`src/rtl/bus_datapath_gen.sv`:
```
`default_nettype none
// ============================================================================
// Module   : bus_datapath_gen
// Purpose  : Single-bus CPU datapath. Holds a general register file, HI/LO,
//            PC, MAR, MDR, Y and a double-width Z. The ALU has single-cycle
//            ops and iterative signed MUL/DIV. MDR reads use a memory
//            handshake, and a sticky flag records any bus contention.
// Revision : 1.0 - initial release
// ============================================================================
module bus_datapath_gen #(
  parameter int DATA_W   = 32,
  parameter int NUM_REGS = 16,
  parameter bit R0_ZERO  = 1'b0,
  parameter int PC_STEP  = 1
) (
  input  logic                clock,
  input  logic                clear,
  input  logic [NUM_REGS-1:0] reg_in,
  input  logic [NUM_REGS-1:0] reg_out,
  input  logic                hi_in,
  input  logic                lo_in,
  input  logic                pc_in,
  input  logic                mar_in,
  input  logic                y_in,
  input  logic                mdr_in,
  input  logic                hi_out,
  input  logic                lo_out,
  input  logic                pc_out,
  input  logic                mdr_out,
  input  logic                zhi_out,
  input  logic                zlo_out,
  input  logic                inc_pc,
  input  logic [4:0]          alu_op,
  input  logic                alu_start,
  input  logic                mem_read,
  input  logic                mem_ready,
  input  logic [DATA_W-1:0]   mem_data,
  output logic [DATA_W-1:0]   mar_q,
  output logic [DATA_W-1:0]   bus_q,
  output logic                alu_busy,
  output logic                alu_done,
  output logic                mem_stall,
  output logic                bus_conflict
);

  localparam int                C_SH_W    = $clog2(DATA_W);
  localparam int                C_NDRV    = NUM_REGS + 6;
  localparam logic [C_SH_W-1:0] C_LAST    = C_SH_W'(DATA_W - 1);
  localparam logic [DATA_W-1:0] C_PC_STEP = DATA_W'(PC_STEP);

  localparam logic [4:0] C_OP_ADD  = 5'd0;
  localparam logic [4:0] C_OP_SUB  = 5'd1;
  localparam logic [4:0] C_OP_AND  = 5'd2;
  localparam logic [4:0] C_OP_OR   = 5'd3;
  localparam logic [4:0] C_OP_SHR  = 5'd4;
  localparam logic [4:0] C_OP_SHRA = 5'd5;
  localparam logic [4:0] C_OP_SHL  = 5'd6;
  localparam logic [4:0] C_OP_ROR  = 5'd7;
  localparam logic [4:0] C_OP_ROL  = 5'd8;
  localparam logic [4:0] C_OP_NEG  = 5'd9;
  localparam logic [4:0] C_OP_NOT  = 5'd10;
  localparam logic [4:0] C_OP_MUL  = 5'd11;
  localparam logic [4:0] C_OP_DIV  = 5'd12;

  typedef enum logic [0:0] {MDR_IDLE = 1'b0, MDR_WAIT = 1'b1} mdr_state_t;

  logic [DATA_W-1:0]   r_regs [NUM_REGS];
  logic [DATA_W-1:0]   r_hi, r_lo, r_pc, r_mar, r_mdr, r_y;
  logic [2*DATA_W-1:0] r_z;
  logic                r_conflict;
  mdr_state_t          r_mdr_state, w_mdr_nxt;
  logic                w_stall, w_mdr_ld_bus, w_mdr_ld_mem;
  logic [DATA_W-1:0]   w_bus;
  logic [C_NDRV-1:0]   w_drv;
  logic                w_multi;

  // Bus source select: later assignments win, so the highest-priority
  // source (lowest register index) is applied last.
  always_comb begin
    w_bus = '0;
    if (mdr_out) w_bus = r_mdr;
    if (pc_out)  w_bus = r_pc;
    if (zlo_out) w_bus = r_z[DATA_W-1:0];
    if (zhi_out) w_bus = r_z[2*DATA_W-1:DATA_W];
    if (lo_out)  w_bus = r_lo;
    if (hi_out)  w_bus = r_hi;
    for (int i = NUM_REGS - 1; i >= 0; i--) begin
      if (reg_out[i]) w_bus = (R0_ZERO && i == 0) ? '0 : r_regs[i];
    end
  end

  // More than one drive enable: clear the lowest set bit and test the rest.
  assign w_drv   = {reg_out, hi_out, lo_out, zhi_out, zlo_out, pc_out, mdr_out};
  assign w_multi = |(w_drv & (w_drv - C_NDRV'(1)));

  // General register file loads from the bus; R0 may be hard-wired to zero.
  always_ff @(posedge clock or posedge clear) begin
    if (clear) begin
      for (int i = 0; i < NUM_REGS; i++) r_regs[i] <= '0;
    end else begin
      for (int i = 0; i < NUM_REGS; i++) begin
        if (reg_in[i] && !(R0_ZERO && i == 0)) r_regs[i] <= w_bus;
      end
    end
  end

  // Special registers loaded from the bus, PC update and sticky contention flag.
  always_ff @(posedge clock or posedge clear) begin
    if (clear) begin
      r_hi       <= '0;
      r_lo       <= '0;
      r_pc       <= '0;
      r_mar      <= '0;
      r_y        <= '0;
      r_conflict <= 1'b0;
    end else begin
      if (hi_in)  r_hi  <= w_bus;
      if (lo_in)  r_lo  <= w_bus;
      if (mar_in) r_mar <= w_bus;
      if (y_in)   r_y   <= w_bus;
      if (pc_in)       r_pc <= w_bus;
      else if (inc_pc) r_pc <= r_pc + C_PC_STEP;
      if (w_multi) r_conflict <= 1'b1;
    end
  end

  // MDR handshake state register.
  always_ff @(posedge clock or posedge clear) begin
    if (clear) r_mdr_state <= MDR_IDLE;
    else       r_mdr_state <= w_mdr_nxt;
  end

  // MDR next state, stall output and load-source selects.
  always_comb begin
    w_mdr_nxt    = r_mdr_state;
    w_stall      = 1'b0;
    w_mdr_ld_bus = 1'b0;
    w_mdr_ld_mem = 1'b0;
    case (r_mdr_state)
      MDR_IDLE: begin
        if (mdr_in) begin
          if (!mem_read) begin
            w_mdr_ld_bus = 1'b1;
          end else if (mem_ready) begin
            w_mdr_ld_mem = 1'b1;
          end else begin
            w_mdr_nxt = MDR_WAIT;
            w_stall   = 1'b1;
          end
        end
      end
      MDR_WAIT: begin
        w_stall = 1'b1;
        if (mem_ready) begin
          w_mdr_ld_mem = 1'b1;
          w_mdr_nxt    = MDR_IDLE;
        end
      end
      default: w_mdr_nxt = MDR_IDLE;
    endcase
  end

  // MDR data register.
  always_ff @(posedge clock or posedge clear) begin
    if (clear)             r_mdr <= '0;
    else if (w_mdr_ld_mem) r_mdr <= mem_data;
    else if (w_mdr_ld_bus) r_mdr <= w_bus;
  end

  // ---------------------------------------------------------------- ALU
  logic [DATA_W-1:0]   w_a, w_b, w_res, w_a_mag, w_b_mag;
  logic [C_SH_W-1:0]   w_sh;
  logic [2*DATA_W-1:0] w_dbl, w_rot_r, w_rot_l;
  logic                w_op_iter;

  assign w_a       = r_y;
  assign w_b       = w_bus;
  assign w_sh      = w_b[C_SH_W-1:0];
  assign w_dbl     = {w_a, w_a};
  assign w_rot_r   = w_dbl >> w_sh;
  assign w_rot_l   = w_dbl << w_sh;
  assign w_a_mag   = w_a[DATA_W-1] ? -w_a : w_a;
  assign w_b_mag   = w_b[DATA_W-1] ? -w_b : w_b;
  assign w_op_iter = (alu_op == C_OP_MUL) || (alu_op == C_OP_DIV);

  // Single-cycle result; unused opcodes produce zero.
  always_comb begin
    w_res = '0;
    case (alu_op)
      C_OP_ADD:  w_res = w_a + w_b;
      C_OP_SUB:  w_res = w_a - w_b;
      C_OP_AND:  w_res = w_a & w_b;
      C_OP_OR:   w_res = w_a | w_b;
      C_OP_SHR:  w_res = w_a >> w_sh;
      C_OP_SHRA: w_res = $signed(w_a) >>> w_sh;
      C_OP_SHL:  w_res = w_a << w_sh;
      C_OP_ROR:  w_res = w_rot_r[DATA_W-1:0];
      C_OP_ROL:  w_res = w_rot_l[2*DATA_W-1:DATA_W];
      C_OP_NEG:  w_res = -w_b;
      C_OP_NOT:  w_res = ~w_b;
      default:   w_res = '0;
    endcase
  end

  // Iterative engine: unsigned magnitudes with a sign fix-up on the last step.
  // MUL is shift-add (acc:q shifts right); DIV is restoring (acc:q shifts left).
  logic                r_busy, r_done, r_is_div, r_neg_q, r_neg_r, r_b_zero;
  logic [C_SH_W-1:0]   r_cnt;
  logic [DATA_W-1:0]   r_acc, r_q, r_mb, r_a_raw;
  logic [DATA_W:0]     w_sum, w_rsh, w_trial;
  logic [DATA_W-1:0]   w_acc_nxt, w_q_nxt;
  logic [2*DATA_W-1:0] w_prod, w_mul_z, w_div_z;

  // One iteration step of the active multi-cycle operation.
  always_comb begin
    w_sum   = {1'b0, r_acc} + (r_q[0] ? {1'b0, r_mb} : '0);
    w_rsh   = {r_acc, r_q[DATA_W-1]};
    w_trial = w_rsh - {1'b0, r_mb};
    if (r_is_div) begin
      if (!w_trial[DATA_W]) begin
        w_acc_nxt = w_trial[DATA_W-1:0];
        w_q_nxt   = {r_q[DATA_W-2:0], 1'b1};
      end else begin
        w_acc_nxt = w_rsh[DATA_W-1:0];
        w_q_nxt   = {r_q[DATA_W-2:0], 1'b0};
      end
    end else begin
      w_acc_nxt = w_sum[DATA_W:1];
      w_q_nxt   = {w_sum[0], r_q[DATA_W-1:1]};
    end
  end

  assign w_prod  = {w_acc_nxt, w_q_nxt};
  assign w_mul_z = r_neg_q ? -w_prod : w_prod;
  assign w_div_z = r_b_zero ? {r_a_raw, {DATA_W{1'b1}}}
                            : {(r_neg_r ? -w_acc_nxt : w_acc_nxt),
                               (r_neg_q ? -w_q_nxt   : w_q_nxt)};

  // ALU sequencing: launch, iterate, write Z and pulse done.
  always_ff @(posedge clock or posedge clear) begin
    if (clear) begin
      r_z      <= '0;
      r_busy   <= 1'b0;
      r_done   <= 1'b0;
      r_is_div <= 1'b0;
      r_neg_q  <= 1'b0;
      r_neg_r  <= 1'b0;
      r_b_zero <= 1'b0;
      r_cnt    <= '0;
      r_acc    <= '0;
      r_q      <= '0;
      r_mb     <= '0;
      r_a_raw  <= '0;
    end else begin
      r_done <= 1'b0;
      if (r_busy) begin
        r_acc <= w_acc_nxt;
        r_q   <= w_q_nxt;
        if (r_cnt == C_LAST) begin
          r_busy <= 1'b0;
          r_done <= 1'b1;
          r_z    <= r_is_div ? w_div_z : w_mul_z;
        end else begin
          r_cnt <= r_cnt + C_SH_W'(1);
        end
      end else if (alu_start) begin
        if (w_op_iter) begin
          r_busy   <= 1'b1;
          r_cnt    <= '0;
          r_acc    <= '0;
          r_is_div <= (alu_op == C_OP_DIV);
          r_neg_q  <= w_a[DATA_W-1] ^ w_b[DATA_W-1];
          r_neg_r  <= w_a[DATA_W-1];
          r_b_zero <= (w_b == '0);
          r_a_raw  <= w_a;
          r_q      <= (alu_op == C_OP_DIV) ? w_a_mag : w_b_mag;
          r_mb     <= (alu_op == C_OP_DIV) ? w_b_mag : w_a_mag;
        end else begin
          r_z    <= {{DATA_W{1'b0}}, w_res};
          r_done <= 1'b1;
        end
      end
    end
  end

  assign mar_q        = r_mar;
  assign bus_q        = w_bus;
  assign alu_busy     = r_busy;
  assign alu_done     = r_done;
  assign mem_stall    = w_stall;
  assign bus_conflict = r_conflict;

endmodule
`default_nettype wire

```
`config.mk`:
```
export PLATFORM = sky130hd
export DESIGN_NAME = bus_datapath_gen
export DESIGN_NICKNAME = d
export VERILOG_FILES = /design/src/rtl/bus_datapath_gen.sv
export SDC_FILE = /design/constraint.sdc
export NUM_CORES = 2
export LEC_CHECK = 0
export ABC_AREA = 1
export CAP_MARGIN = 20
export CORE_ASPECT_RATIO = 1.1
export CORE_UTILIZATION = 57
export DETAILED_ROUTE_END_ITERATION = 10
export PLACE_DENSITY = 0.74
export SLEW_MARGIN = 40
export SYNTH_ARGS = -nofsm -noshare
export SYNTH_HDL_FRONTEND = slang
export SYNTH_SLANG_ARGS = --single-unit
```
`constraint.sdc`:
```
create_clock -name clock -period 78.1 [get_ports clock]
set_input_delay 15.62 -clock clock [delete_from_list [all_inputs] [get_ports clock]]
set_output_delay 15.62 -clock clock [all_outputs]
set_load 0.02 [all_outputs]
```
==> results.tsv <==
stage	metric	value	unit
detailed_routing	firstDrtPassIters	10	
floorplanning	core_area	102800	sq um
clock_network	cts_tree	done	
clock_network	clock_path_buffers	3	
layout	largest_register	r_regs	
sta	worst_pin_slew	1.049	ns
layout	nets	8684	
global_routing	antenna_found_initial	22	
layout	nFillCells	9419	
floorplanning	fp.dieW	309.9	um
synth	synth.top_cell.area_share	38.21	%
sta	slew_headroom	29.96	%
sta	slew_viol_final	0	
sta	fin_skew	0.05123	ns
layout	layout_commonest_cell	nand2_1	
layout	final_cell_mix	nand2_1 (2621), o21ai_0 (984), dfrtp_1 (906), nand3_1 (774), nor2_1 (693)	
worst_setup_path	start_kind	input port	
synth	netlist_top_cells_area	dfrtp_1 (38%), nand2_1 (17%), o21ai_0 (8.3%), nand3_1 (6.5%), nor2_1 (4.4%)	
placement	dp.cells	9763	
min_path	hold_class	flop to flop	
global_routing	grt_max_degree	104	
sta	setup_violations	0	
pwr	power	2.222	mW
sta	rsz0062_at_grt	false	
synth	ys_seq_elements	908	
synth	syn_inst	8652	
floorplanning	die_h	340.7	um
sta	min_period_over_period	45.73	%
detailed_routing	num_vias	64600	
sta	fin_crit	35.72	ns
sta	fmax	0.02800	GHz
global_routing	grt_pass1_vias	58890	
clock_network	cts_sinks	908	
worst_setup_path	required	62.48	ns
detailed_routing	post_drt_wl_per_cell	26.46	um
synth	syn_nets	8850	
worst_setup_path	cp_max_fo	45	
global_routing	grt_pass1_wl	385.5	mm
clock_network	cts-root-buf	clkbuf_16	
worst_setup_path	path_class	input port to output pin	
layout	reg.largest.list	r_regs x512, r_z x64	
synth	async_reset_ff_share	100.0	%
floorplanning	num_rows	123	
sta	tns	0	ns
synth	yosys.area.top_type	dfrtp_1	
synth	syn_area	59460	sq um
clock_network	cts_setup_buffers	0	
floorplanning	start_util	57.84	%
placement	post-dp-hpwl	183.0	mm
detailed_routing	ant_nets	0	
outcome	status	finished clean	
clock_network	hold_buffers	0	
floorplanning	fp.dieArea	105600	sq um
layout	largest_reg_flops	512	
synth	synth_edf_count	0	
detailed_routing	drc	0	
pwr	vdd_drop_max	0.02526	mV
pwr	cellPowerDensity	34.25	nW/um^2
synth	syn_area_per_cell	6.872	sq um
placement	place_congestion	1.072	
clock_network	numCtsBuffers	96	
worst_setup_path	critPathCaptureType	output pin	
clock_network	cts_resized	0	
worst_setup_path	cp.arrival	20.10	ns
synth	yosysSeqAreaShare	38.21	%
detailed_routing	wl	263.6	mm
pwr	p_leak	30.36	nW
placement	portBuffers	154	
synth	synth_ff_type	dfrtp_1	
global_routing	grt_usage	49.32	%
clock_network	htreeDepth	3	
detailed_routing	drt_iter0_markers	10270	
layout	area_growth_syn_to_layout	9.110	%
detailed_routing	vias_per_cell	6.483	
floorplanning	ios	155	
flow_run	drv_cap	0	
synth	synth.distinct_cells	73	
synth	yosysWarnings	0	
layout	drive_gt1_share	6.537	%
clock_network	clk_transition_reported_paths	0.06	ns
sta	hold_violations	0	
clock_network	clk_latency	0.75	ns
global_routing	grt_overflow_total	0	
layout	fin_cells	9964	
critical path, cell delays in order:
cell and delay, ns:
buf_2 0.09, buf_4 0.43, clkinv_1 0.76, or2_0 0.45
nand2_1 0.11, nand2_1 0.05, nand2_1 0.05, nand2_1 0.07
nand2_1 0.09, nand2_1 0.06, nand2_1 0.19, nand2_1 0.08
nand2_1 0.07, nand2_1 0.05, nand2_1 0.08, nand2_2 0.07
buf_4 0.30, nand2_4 0.53, inv_1 0.25, clkdlybuf4s50_1 0.60
per-stage QoR:
step | cell area, sq um | util [%] | hold slack (ns) | setup WS [ns]
floorplan | 59460 | - | 0.4457 | 36.95
global placement | 61520 | 59.84 | 0.4582 | 42.59
detailed placement | 61590 | 59.91 | 0.4664 | 42.64
CTS | 64800 | 63.03 | 0.4813 | 42.63
global route | 64830 | 63.06 | 0.4869 | 42.15
finish | 64880 | 63.11 | 0.4807 | 42.38
area by class of cell:
| class | instances | area (sq um) | area share [%] |
|---|---|---|---|
| Inverter | 549 | 2078 | 3.203 |
| Timing Repair Buffer | 306 | 2720 | 4.193 |
| Tap cell | 1375 | 1720 | 2.652 |
| Clock buffer | 140 | 2748 | 4.235 |
| Clock inverter | 39 | 460.4 | 0.7097 |
| Multi-Input combinational cell | 6625 | 32370 | 49.89 |
| Sequential cell | 908 | 22730 | 35.03 |
| Antenna cell | 22 | 55.05 | 0.08486 |
Yosys cell counts (37+ instances only):
cell type  count
a221oi_1      88
nand3_1      774
a21oi_1      424
o21ai_1      100
nand4_1       55
o211ai_1      98
nor2_1       700
buf_2        114
a211oi_1      82
dfrtp_1      908
buf_1         43
nand2_2       38
nand2_1     2630
inv_1        487
inv_2         37
o22ai_1       41
ha_1         108
nor3_1        54
a22oi_1       56
xor2_1        90
clkbuf_1     378
o21ai_0      990
layer usage:
| layer | GRT usage (%) | wire length, um | up-vias |
|---|---|---|---|
| met5 | 0 | 139 | - |
| met4 | 39.61 | 25030 | 20 |
| met3 | 12.72 | 32810 | 1152 |
| met2 | 71.33 | 111000 | 4668 |
| met1 | 62.33 | 94660 | 30240 |
| li1 | - | - | 28530 |
final timing paths:
| kind | from | endpoint | slack, ns | cells after the start |
|---|---|---|---|---|
| max | hi_out | bus_q[0] | 42.38 | 20 |
| min | r_hi[25]$_DFFE_PP0P_ | r_hi[25]$_DFFE_PP0P_ | 0.48 | 2 |
| max reg2reg | r_z[5]$_DFFE_PP0P_ | r_z[20]$_DFFE_PP0P_ | 69.69 | 45 |
| min reg2reg | r_hi[25]$_DFFE_PP0P_ | r_hi[25]$_DFFE_PP0P_ | 0.48 | 2 |
| max in group asynchronous | clear | r_regs[262]$_DFFE_PP0P_ | 58.81 | 7 |
| min in group asynchronous | clear | r_pc[7]$_DFFE_PP0P_ | 15.41 | 2 |
power breakdown:
| group | leakage (nW) | switching [mW] | internal, mW | total [mW] |
|---|---|---|---|---|
| clock network | 1.58 | 0.214 | 0.264 | 0.477 |
| logic | 17.4 | 0.768 | 0.314 | 1.08 |
| registers | 11.4 | 0.0994 | 0.563 | 0.663 |
logic make-up after synthesis:
group	Yosys count	share of synthesized area, %
XOR/XNOR	113	1.664
AO/OA/AOI/OAI	2009	19.34
buffers and inverters	1119	7.651
adder cells (fa/ha/maj)	111	2.374
flip-flops	908	38.21
AND/OR/NAND/NOR	4392	30.76
Power figures use the tool's default switching activity.
